## config.mk

```make
export PLATFORM = sky130hd
export DESIGN_NAME = simple_mem_responder_flat
export DESIGN_NICKNAME = d
export VERILOG_FILES = /design/src/rtl/simple_mem_responder_if.sv /design/src/rtl/simple_mem_responder.sv /design/src/flat_wrapper.sv
export SDC_FILE = /design/constraint.sdc
export NUM_CORES = 1
export LEC_CHECK = 0
export CAP_MARGIN = 20
export CORE_MARGIN = 1
export CORE_UTILIZATION = 40
export DETAILED_ROUTE_END_ITERATION = 16
export DONT_BUFFER_PORTS = 1
export GPL_TIMING_DRIVEN = 0
export SLEW_MARGIN = 20
export SYNTH_ARGS = -nofsm -noshare
export SYNTH_HDL_FRONTEND = slang
export SYNTH_SLANG_ARGS = --single-unit
```

## constraint.sdc

```tcl
create_clock -name clk -period 2.8 [get_ports clk]
set_clock_uncertainty 0.15 [all_clocks]
set_input_delay 0.84 -clock clk [delete_from_list [all_inputs] [get_ports clk]]
set_output_delay 0.84 -clock clk [all_outputs]
set_load 0.05 [all_outputs]
```

## src/rtl/simple_mem_responder_if.sv

```systemverilog
// -----------------------------------------------------------------------------
// simple_mem_responder_if
//   Request/acknowledge memory bus between a CPU load/store path (master)
//   and a memory responder (slave).
//
//   req    master -> slave  request valid, held with addr/we/wdata until ack
//   we     master -> slave  1 = write, 0 = read
//   addr   master -> slave  word address
//   wdata  master -> slave  write data
//   ack    slave -> master  one-cycle completion pulse
//   rdata  slave -> master  read data, meaningful only while ack=1 on a read
//   err    slave -> master  error completion, qualified by ack
//   busy   slave -> master  responder is holding an accepted request
// -----------------------------------------------------------------------------
interface simple_mem_responder_if #(
    parameter int DATA_W = 8,
    parameter int ADDR_W = 8
);
    logic              req;
    logic              we;
    logic [ADDR_W-1:0] addr;
    logic [DATA_W-1:0] wdata;
    logic              ack;
    logic [DATA_W-1:0] rdata;
    logic              err;
    logic              busy;

    modport master (
        output req, we, addr, wdata,
        input  ack, rdata, err, busy
    );

    modport slave (
        input  req, we, addr, wdata,
        output ack, rdata, err, busy
    );
endinterface

```

## src/rtl/simple_mem_responder.sv

```systemverilog
// -----------------------------------------------------------------------------
// simple_mem_responder
//   Single-port data memory answering the CPU request/acknowledge bus.
//   One request is latched at a time, WAIT_CYCLES wait states are inserted,
//   then a one-cycle ack either commits the write or presents the read data.
//
//   Parameters
//     DATA_W       data bus / memory word width
//     ADDR_W       address bus width
//     DEPTH        number of words, power of two, 2..2^ADDR_W
//     WAIT_CYCLES  wait states between accept and ack, 0..15
//
//   Ports
//     clk   system clock, rising edge
//     rst   synchronous active-high reset
//     bus   simple_mem_responder_if.slave (req/we/addr/wdata in,
//           ack/rdata/err/busy out)
//
//   Build option
//     SIMPLE_MEM_ERR_EN  when defined, addr >= DEPTH completes with err=1,
//                        rdata=0 and writes are discarded. When undefined,
//                        err is tied low and addresses alias modulo DEPTH.
//
//   state     | meaning
//   ----------+-----------------------------------------------------------
//   ST_IDLE   | waiting for req; accepts and latches the request
//   ST_WAIT   | wait states; down-counter runs until terminal count 1
//   ST_RESP   | ack pulse; read data presented or write committed
// -----------------------------------------------------------------------------
module simple_mem_responder #(
    parameter int DATA_W      = 8,
    parameter int ADDR_W      = 8,
    parameter int DEPTH       = 128,
    parameter int WAIT_CYCLES = 1
) (
    input  logic                  clk,
    input  logic                  rst,
    simple_mem_responder_if.slave bus
);

    localparam int IDX_W = $clog2(DEPTH);

    localparam logic [1:0] ST_IDLE = 2'd0;
    localparam logic [1:0] ST_WAIT = 2'd1;
    localparam logic [1:0] ST_RESP = 2'd2;

    localparam logic [3:0] WAIT_LOAD = 4'(WAIT_CYCLES);

    logic [1:0]        state;
    logic [1:0]        state_nxt;
    logic [3:0]        wait_cnt;
    logic              we_q;
    logic [IDX_W-1:0]  idx_q;
    logic [DATA_W-1:0] wdata_q;
    logic              in_range;
    logic              accept;
    logic              in_resp;

    logic [DATA_W-1:0] mem [DEPTH];

    assign accept  = (state == ST_IDLE) && bus.req;
    assign in_resp = (state == ST_RESP);

`ifdef SIMPLE_MEM_ERR_EN
    // Widened by one bit so DEPTH == 2^ADDR_W is representable.
    localparam logic [ADDR_W:0] DEPTH_LIM = (ADDR_W+1)'(DEPTH);

    logic oor_q;

    always_ff @(posedge clk) begin
        if (rst) begin
            oor_q <= 1'b0;
        end else if (accept) begin
            oor_q <= ({1'b0, bus.addr} >= DEPTH_LIM);
        end
    end

    assign in_range = ~oor_q;
    assign bus.err  = in_resp && oor_q;
`else
    // Upper address bits are ignored: the memory aliases modulo DEPTH.
    logic unused_addr_bits;
    assign unused_addr_bits = ^bus.addr;

    assign in_range = 1'b1;
    assign bus.err  = 1'b0;
`endif

    always_comb begin
        state_nxt = state;
        case (state)
            ST_IDLE: begin
                if (bus.req) begin
                    state_nxt = (WAIT_LOAD == 4'd0) ? ST_RESP : ST_WAIT;
                end
            end
            ST_WAIT: begin
                if (wait_cnt == 4'd1) begin
                    state_nxt = ST_RESP;
                end
            end
            ST_RESP: state_nxt = ST_IDLE;
            default: state_nxt = ST_IDLE;
        endcase
    end

    always_ff @(posedge clk) begin
        if (rst) begin
            state    <= ST_IDLE;
            wait_cnt <= 4'd0;
            we_q     <= 1'b0;
            idx_q    <= '0;
            wdata_q  <= '0;
        end else begin
            state <= state_nxt;
            if (accept) begin
                we_q     <= bus.we;
                idx_q    <= bus.addr[IDX_W-1:0];
                wdata_q  <= bus.wdata;
                wait_cnt <= WAIT_LOAD;
            end else if (state == ST_WAIT) begin
                wait_cnt <= wait_cnt - 4'd1;
            end
        end
    end

    // Storage is not reset; rst only blocks a commit on the RESP edge.
    always_ff @(posedge clk) begin
        if (!rst && in_resp && we_q && in_range) begin
            mem[idx_q] <= wdata_q;
        end
    end

    assign bus.ack   = in_resp;
    assign bus.busy  = (state != ST_IDLE);
    assign bus.rdata = (in_resp && !we_q && in_range) ? mem[idx_q] : '0;

endmodule
```

## src/flat_wrapper.sv

```systemverilog
// flat-port wrapper written by rule: the top's interface ports become plain ports
module simple_mem_responder_flat 
#(
    parameter int DATA_W      = 8,
    parameter int ADDR_W      = 8,
    parameter int DEPTH       = 128,
    parameter int WAIT_CYCLES = 1
)
  (clk, rst, bus_req, bus_we, bus_addr, bus_wdata, bus_ack, bus_rdata, bus_err, bus_busy);
  simple_mem_responder_if #(.DATA_W(DATA_W), .ADDR_W(ADDR_W)) bus_i ();
  input  logic clk;
  input  logic rst;
  input wire logic [$bits(bus_i.req)-1:0] bus_req;
  input wire logic [$bits(bus_i.we)-1:0] bus_we;
  input wire logic [$bits(bus_i.addr)-1:0] bus_addr;
  input wire logic [$bits(bus_i.wdata)-1:0] bus_wdata;
  output wire logic [$bits(bus_i.ack)-1:0] bus_ack;
  output wire logic [$bits(bus_i.rdata)-1:0] bus_rdata;
  output wire logic [$bits(bus_i.err)-1:0] bus_err;
  output wire logic [$bits(bus_i.busy)-1:0] bus_busy;
  assign bus_i.req = bus_req;
  assign bus_i.we = bus_we;
  assign bus_i.addr = bus_addr;
  assign bus_i.wdata = bus_wdata;
  assign bus_ack = bus_i.ack;
  assign bus_rdata = bus_i.rdata;
  assign bus_err = bus_i.err;
  assign bus_busy = bus_i.busy;
  simple_mem_responder #(.DATA_W(DATA_W), .ADDR_W(ADDR_W), .DEPTH(DEPTH), .WAIT_CYCLES(WAIT_CYCLES)) u_core (.clk(clk), .rst(rst), .bus(bus_i));
endmodule
```

======== Yosys cells after proc, flatten, opt, wreduce, memory -nomap -nowiden ========
Memories as Yosys holds them, arrays and structs flattened. A register that Yosys moved wholly into a read port is not among the register bits.
Index checks and enable logic that the tools add are counted.
storage, ports and cells
  word-level logic and storage cells ...... 34
  output and inout port bits .............. 11
  register bits ........................... 22
  bits of input ports ..................... 20
  memories ................................ 1
  memory bits (writable) .................. 1024
operators by class
  add/sub/neg operators ................... 1
  reductions and logical operators ........ 11
  equality and inequality tests ........... 5
  mux-type cells .......................... 10
memory list
  name        words  bits a word  read ports  clocked after Yosys merged registers in  write ports  line                        RTL
  u_core.mem  128    8            1           1                                        1            simple_mem_responder.sv:59  logic [DATA_W-1:0] mem [DEPTH];
operators with widths
  kind                                                   number
  2-to-1 mux 7 bit                                       2
  2-to-1 mux 8 bit                                       1
  equality test 4 x 1 -> 1 bit, second input constant    1
  logical AND 1 bit                                      4
  2-to-1 mux 1 bit                                       4
  2-to-1 mux 2 bit                                       2
  one-hot mux 2 bit (2 select lines)                     1
  nonzero test 2 bit                                     2
  subtractor 4 x 1 -> 4 bit, second input constant       1
  equality test 2 x 1 -> 1 bit, second input constant    1
  equality test 2 bit, second input constant             1
  zero test 1 bit                                        2
  zero test 2 bit                                        1
  inequality test 2 x 1 -> 1 bit, second input constant  1
  inequality test 2 bit, second input constant           1
  AND reduction 2 bit                                    1
  OR reduction 2 bit                                     1

======== Logic depth before layout (Yosys ltp) ========
Gate-level depths: netlist of the first run.
  depth in word-level cells ............... 5
  depth in mapped cells ................... 10
  mapped depth without buffers ............ 6

======== Worst setup path after synthesis of the first run ========
No wires, ideal clock.
  path type ............................... reg2reg
  start ................................... register u_core.state[1]
  end ..................................... memory u_core.mem[80][0] (enable)
  library setup time ...................... 0.395 ns
  path buffers ............................ 1
  clock period less this slack ............ 3.327 ns
  arrival ................................. 2.782 ns
  cell stages (with the launch flop) ...... 7
  path slack .............................. -0.527 ns
  data required time ...................... 2.255 ns
  cells stage by stage .................... dfxtp_1 nor2b_1 and3_1 clkbuf_1 and2_1 nand2_1 nor4_1
on the way
  longest elaborated chain between the ends .. 5
RTL lines
  item                                    line                         RTL
  from (decl)                             simple_mem_responder.sv:49   logic [1:0] state;
  from (signal assigned)                  simple_mem_responder.sv:115  state <= state_nxt;
  equality test 2 bit                     simple_mem_responder.sv:62   assign in_resp = (state == ST_RESP);
  net bus_ack                             flat_wrapper.sv:17           output wire logic [$bits(bus_i.ack)-1:0] bus_ack;
  logical AND 1 bit (2 in series)         simple_mem_responder.sv:129  if (!rst && in_resp && we_q && in_range) begin
  2-to-1 mux 1 bit                        simple_mem_responder.sv:129
  2-to-1 mux 1 bit (implied by the code)  simple_mem_responder.sv:130  mem[idx_q] <= wdata_q;
  to (decl)                               simple_mem_responder.sv:59
The timed path passes the listed nets, and every way through them passes these cells.

==> run_results.csv, run 1 <==
group,metric,value,unit
hold_path,worstHoldPathType,"input port to flip-flop",
logic_synthesis,mappedNetlistArea,40900,sq um
cts,cts_hold_buf,0,
floorplanning,coreArea,101000,sq um
global_routing,grt_antenna_before_repair,3,
power,power.leakage,0.0154,uW
floorplanning,start_util,40.6,%
cts,h-tree-depth,3,
cts,cts_buffers,108,
worst_setup_path,critPathMaxFanout,10,
sta,finalSetupTns,-11490,ps
power,p_seq_share,50.7,%
cts,clk_pin_slew_worst_paths,60,ps
sta,finalSetupViolations,8,
power,p_comb_share,8.2,%
placement,placed_area,43200,sq um
drt,dr.pass1.iters,9,
drt,wirelength,111000,microns
power,pwr-share-clk,41.1,%
flow_run,cap_violations,0,
sta,rsz0062_at_grt,"yes",
logic_synthesis,syn_inst,2082,
global_routing,gr-total-overflow,0,
run_status,violations,"negative setup slack",
drt,viasPerCell,5.77,
final_layout,nets,2289,
power,power_density,700,nW/um^2
final_layout,stdcell_area,49600,sq um
logic_synthesis,yosysSeqAreaShare,76.6,%
logic_synthesis,synth_edf_count,1024,
worst_setup_path,cpMostUsedCell,"buf_6",
drt,wl_per_cell,29.8,microns
worst_setup_path,arrival,3490,ps
cts,cts_root_buf,"clkbuf_16",
floorplanning,pin_count,31,
logic_synthesis,yosysWarnings,0,
global_routing,grt_max_degree,74,
global_routing,grt_pass1_vias,21400,
floorplanning,fp.dieW,322,microns
power,switching_share,22.7,%
global_routing,grtUsageTotal,21.4,%
placement,place_ws,-1890,ps
power,p_total,34700,uW
logic_synthesis,synth_top_flop_cell,"edfxtp_1",
final_layout,drive_gt1_share,32.4,%
sta,fin_ws,-1680,ps
cts,clk_latency,690,ps
sta,hold_viol,0,
logic_synthesis,synth_cell_types,47,
sta,worst_pin_slew,1180,ps
worst_setup_path,required,1810,ps
sta,relSlewSlack,20.8,%
sta,fmaxAchievable,223,MHz
drt,drc,0,
hold_path,hp-start,"rst",
worst_setup_path,critPathMaxStageDelay,820,ps
placement,portBuffers,0,
global_routing,grt_pass1_wl,157000,microns
logic_synthesis,ys_seq_elements,1053,
cts,clockBufferDepth,3,
logic_synthesis,synthesis.nets,2104,
floorplanning,num_rows,116,
worst_setup_path,cp_cell_sequence,"buf_6 -> buf_6 -> mux4_2 -> mux2i_2 -> nor4b_1 -> nor4_1 -> nand4_1",
sta,min_period,4480,ps
worst_setup_path,setup.worst_path.start_class,"flip-flop",
worst_setup_path,cpMaxStageDelayCell,"nand4_1",
logic_synthesis,avgSynthCellArea,19.7,sq um
logic_synthesis,synth-async-reset-ratio,0,%
drt,ant_nets,0,
placement,dp_hpwl,73600,microns
drt,drt_iter0_drc,2667,
floorplanning,die_h,322,microns
worst_setup_path,r2r_start,"u_core.idx_q[4]",
worst_setup_path,worst_setup_path_end_kind,"output port",
worst_setup_path,cpLargestDelayFamily,"simple AND/OR/NAND/NOR gates",
final_layout,syn2layout_area_growth,21.2,%
cts,cts_tree,"yes",
drt,vias,21500,
sta,post-route-period-util,160,%
sta,finalMaxSlewViolations,0,
worst_setup_path,path_buf_inv,2,
run_status,status,"complete, but fails checks",
floorplanning,dieArea,104000,sq um
power,vdd_drop_max,524,uV
power,internal_power,26800,uW
placement,gp_congestion,0.950,
worst_setup_path,path_class,"flip-flop to output port",
cts,cts.sinks,1053,
power,switching_power,7890,uW
[sequential cells by signal, indices dropped and copies added, names as in the netlist, named ones only]
name	count
u_core.mem	1024
u_core.state	2
u_core.wait_cnt	4
u_core.idx_q	7
u_core.we_q	1
u_core.wdata_q	8
[final timing paths]
path | endpoint | slack [ps] | cells after the start
worst max-delay path | bus_rdata[6] | -1680 | 7
worst min register to register | u_core.wdata_q[5] | 370 | 1
worst max register to register | u_core.mem[19][6] | 20 | 3
worst min-delay path | u_core.wait_cnt[0] | 70 | 1
[layout by cell type (no fill, tap or decap), types with 29 or more instances in the layout]
| cell | instances |
|---|---|
| clkbuf_1 | 29 |
| mux4_2 | 171 |
| edfxtp_1 | 1024 |
| mux2i_1 | 182 |
| buf_6 | 32 |
| buf_12 | 41 |
| nand2_1 | 37 |
| buf_4 | 55 |
| nor2_2 | 29 |
| nand3_1 | 44 |
| clkbuf_16 | 111 |
| a22oi_1 | 113 |
| nor2_4 | 104 |
[synthesized netlist by cell type, drive strengths merged, types with 4 or more instances]
cell type / n / area share (%)
a21oi: 5 / 0.061
a221oi: 7 / 0.15
a22o: 22 / 0.47
a22oi: 120 / 2.2
a41oi: 6 / 0.13
and2: 7 / 0.11
and3: 5 / 0.076
buf: 79 / 1.1
clkbuf: 34 / 0.31
dfxtp: 29 / 1.4
edfxtp: 1024 / 75
inv: 7 / 0.064
mux2: 10 / 0.28
mux2i: 201 / 4.9
mux4: 171 / 9.4
nand2: 55 / 0.50
nand2b: 4 / 0.061
nand3: 58 / 0.71
nand3b: 4 / 0.073
nand4: 6 / 0.092
nor2: 157 / 1.5
nor2b: 15 / 0.23
nor3: 10 / 0.12
nor4: 6 / 0.13
o2111ai: 7 / 0.15
o21ai: 7 / 0.086
o22ai: 7 / 0.11
[logic make-up after synthesis]
group | after synthesis | synth area share [%]
fa+ha+maj | 2 | 0.0611
xor+xnor | 2 | 0.0428
flops | 1053 | 76.6
compound gates | 187 | 3.49
mux | 382 | 14.6
other cells | 1 | 0.00916
buf+inv | 120 | 1.51
simple gates | 335 | 3.73
[power groups by stage]
stage	logic [uW]	registers (uW)	clock network [uW]
detailed placement	2390	17900	0
global placement	1970	18300	0
floorplan	1310	18000	0
finish	2860	17600	14300
global route	2960	17600	15000
CTS	2730	17600	14400
[stage by stage]
stage	util (%)	cells	hold WS (ps)
2_1_floorplan	-	2082	331
3_3_place_gp	42.5	3439	357
3_5_place_dp	42.9	3455	359
4_1_cts	48.7	3701	49.7
5_1_grt	49.2	3716	69.9
6_report	49.2	3719	71.9
[layout make-up]
cell class              instances  area (sq um)
diodes                          3          7.51
plain buffers                 106          1240
clock buffers                 132          2850
clock inverters                70           683
fillers                      8039         51100
inverters                       7          26.3
multi-input cells             909         10600
flip-flops and latches       1053         31400
well taps                    1357          1700
repair buffers                 82          1130
[timing repair]
item | CTS | global route
endpoints found under the setup margin | 1032 | 714
setup buffers | 44 | 19
pin swaps | 40 | 21
gates cloned | 2 | 1
gates resized for setup | 474 | 79
[worst register-to-register path, stage by stage, from the launching register on]
cell and delay, ps:
dfxtp_1 580, nor2b_1 550, nand2_1 560, nor2_2 570
[metal layers]
layer	track usage (%)	vias up	part of all wire, %	wire length [microns]
met4	7.54	0	3.3	3620
met2	34.4	970	48	53100
met3	4.53	205	9.3	10300
met5	0	-	0	0
met1	28.9	11300	40	44000
li1	-	8964	-	-
Power figures use the tool's default switching activity.
==> run 2, diff against run 1 <==
ABC_AREA = 1   (was default)
clock period = 5.4 ns   (was 2.8 ns; I/O delays follow)
==> run 2 against run 1 <==
Net effect: the flow now finishes without violations; flip-flop and latch count unchanged; sequential share of layout area grew 1.1 points; global-route usage rose by 4.3 points; critical path depth increased by 4; synthesized cell count is 77% higher; clock-buffer cell count decreased by 2; utilization shrank 3.2 points; combinational power is 27% lower; routed wire length up 27%; total power decreased by 46%; first-iteration DRC count up 46%; via count increased by 39%.
==> run_results.csv, run 2 <==
group,metric,value,unit
final_layout,stdcell_count,5293,
worst_setup_path,cp_cell_sequence,"inv_1 -> buf_2 -> buf_1 -> nand3_1 -> nand3_1 -> nand2_1 -> nand2_1 -> nand3_1 -> nand2_1 -> nor2_1 -> nor2_4",
final_layout,final_common_cell,"nand2_1",
sta,finalMaxSlewViolations,0,
drt,drc,0,
logic_synthesis,synth_edf_count,1024,
power,power.leakage,0.0173,uW
floorplanning,num_rows,119,
logic_synthesis,avgSynthCellArea,11.7,sq um
cts,cts.sinks,1053,
worst_setup_path,setup.worst_path.start_class,"flip-flop",
floorplanning,coreArea,106000,sq um
placement,dp_hpwl,96900,microns
global_routing,met3_usage,5.62,%
drt,wl_per_cell,26.6,microns
final_layout,stdcell_area,48800,sq um
drt,drt_iter0_drc,3895,
sta,fmaxAchievable,188,MHz
global_routing,grt_pass1_vias,27700,
floorplanning,dieArea,109000,sq um
worst_setup_path,cpLargestDelayFamily,"simple AND/OR/NAND/NOR gates",
logic_synthesis,yosysMostFrequentCell,"nand2_1",
cts,cts_tree,"yes",
final_layout,multi_input_area,10200,sq um
power,internal_power,14000,uW
global_routing,grtUsageMet2,39.9,%
drt,ant_nets,0,
placement,numPlacedInstances,5094,
worst_setup_path,cpMaxStageDelayCell,"buf_1",
floorplanning,start_util,40.6,%
logic_synthesis,synth_common_cells,"nand2_1 (1208), edfxtp_1 (1024), nand3_1 (946)",
drt,wirelength,141000,microns
cts,cts_buffers,106,
power,switching_share,25.7,%
sta,relSlewSlack,20.3,%
run_status,status,"finished clean",
final_layout,syn2layout_area_growth,13.5,%
power,vdd_drop_max,347,uV
final_layout,fillers,9501,
logic_synthesis,mappedNetlistArea,42900,sq um
logic_synthesis,synth-async-reset-ratio,0,%
drt,viasPerCell,5.62,
global_routing,met1_usage,35.0,%
worst_setup_path,critPathMaxStageDelay,560,ps
logic_synthesis,synth.top_cell.area_share,71.6,%
worst_setup_path,critPathMaxFanout,10,
drt,dr.pass1.iters,6,
worst_setup_path,required,3630,ps
drt,vias,29700,
global_routing,grt_busiest_layer,"met2",
power,switching_power,4830,uW
placement,placed_area,45200,sq um
placement,gp_congestion,0.986,
sta,finalSetupViolations,0,
logic_synthesis,synthesis.nets,3707,
global_routing,grt_max_degree,57,
logic_synthesis,yosysSeqAreaShare,73.0,%
power,p_comb_share,11.1,%
sta,worst_pin_slew,1190,ps
hold_path,worstHoldPathType,"flip-flop to flip-flop",
final_layout,drive_gt1_share,9.90,%
logic_synthesis,synth_cell_types,20,
cts,h-tree-depth,3,
power,pwr-share-clk,40.3,%
placement,portBuffers,0,
logic_synthesis,synth_top_flop_cell,"edfxtp_1",
worst_setup_path,worst_setup_path_end_kind,"output port",
logic_synthesis,synth_area_leaders,"edfxtp_1 (72%), nand3_1 (11%), nand2_1 (11%)",
cts,clk_pin_slew_worst_paths,70,ps
global_routing,grtUsageTotal,25.7,%
sta,min_period,5330,ps
logic_synthesis,yosysWarnings,0,
final_layout,register_area,31400,sq um
global_routing,grt_antenna_before_repair,6,
logic_synthesis,synth.largest_area_cell,"edfxtp_1",
flow_run,cap_violations,0,
final_layout,largest_register_ffs,1024,
final_layout,nets,3833,
cts,clk_latency,710,ps
sta,hold_viol,0,
final_layout,largestRegisters,"u_core.mem x1024, u_core.wdata_q x8, u_core.idx_q x7",
global_routing,grt_pass1_wl,197000,microns
worst_setup_path,path_buf_inv,3,
floorplanning,die_h,330,microns
worst_setup_path,arrival,3560,ps
floorplanning,pin_count,31,
power,p_seq_share,48.6,%
cts,clockBufferDepth,3,
logic_synthesis,syn_inst,3685,
floorplanning,fp.dieW,330,microns
cts,cts_root_buf,"clkbuf_16",
logic_synthesis,ys_seq_elements,1053,
power,power_density,385,nW/um^2
worst_setup_path,path_class,"flip-flop to output port",
sta,rsz0062_at_grt,"no",
sta,post-route-period-util,98.7,%
global_routing,gr-total-overflow,0,
final_layout,final_cell_mix,"nand2_1 (1208), edfxtp_1 (1024), nand3_1 (946), nor2_1 (156), buf_2 (118)",
final_layout,regMostFlops,"u_core.mem",
==> run 2: worst paths after layout <==
path	cells after the start	to	from	slack (ps)
setup / recovery	11	bus_rdata[4]	flip-flop	70
hold / removal	2	u_core.we_q	u_core.we_q	340
setup reg to reg	8	u_core.mem[30][3]	u_core.state[1]	370
hold reg to reg	2	u_core.we_q	u_core.we_q	340
==> run 2: power by group through the flow <==
stage / clock [uW] / sequential [uW] / combinational (uW)
floorplan: 0 / 9360 / 1050
global placement: 0 / 9540 / 1760
detailed placement: 0 / 9310 / 2010
CTS: 7600 / 9140 / 2020
global route: 7910 / 9140 / 2180
finish: 7570 / 9140 / 2080
==> run 2: area by class of cell <==
type / count / area share [%]
Antenna cell: 4 / 0.0205
Timing Repair Buffer: 18 / 0.842
Tap cell: 1391 / 3.57
Buffer: 237 / 2.87
Multi-Input combinational cell: 2357 / 20.8
Inverter: 38 / 0.303
Clock inverter: 65 / 1.53
Clock buffer: 130 / 5.71
Sequential cell: 1053 / 64.3
==> run 2: routing by layer <==
layer / vias to the layer above / part of all wire, %
met5: - / 0.088
met4: 8 / 4.5
met3: 287 / 11
met2: 1681 / 45
met1: 14600 / 39
li1: 13200 / -
==> run 2: cell families after synthesis <==
family / count (synthesis) / synth area share (%)
AOI/OAI and AO/OA: 23 / 0.268
buffers and inverters: 275 / 3.52
and+or+nand+nor: 2331 / 23.2
DFF: 1053 / 73.0
other: 1 / 0.00873
adders and majority gates: 2 / 0.0583
==> run 2: tightest hold or removal path, stage by stage, from the launching register on <==
cell	delay [ps]
dfxtp_1	310
inv_1	60
o21ai_0	70
==> run 2: through the flow <==
step	setup slack [ps]	setup TNS [ps]	hold slack, ps	total power [uW]	utilization [%]
2_1_floorplan	1410	0	313	10400	-
3_3_place_gp	-321	-74160	323	11300	42.2
3_5_place_dp	227	0	331	11300	42.7
4_1_cts	5.88	0	341	18800	46.0
5_1_grt	14.9	0	369	19200	46.0
6_report	69.9	0	339	18800	46.1
==> run 2: repair_timing <==
action / 4_1_cts / 5_1_grt
hold buffers: 0 / 0
hold endpoints to repair: 0 / 0
resized for setup: 17 / 1
endpoints found under the setup margin: 8 / 1
setup buffers: 0 / 0
gates cloned: 0 / 0
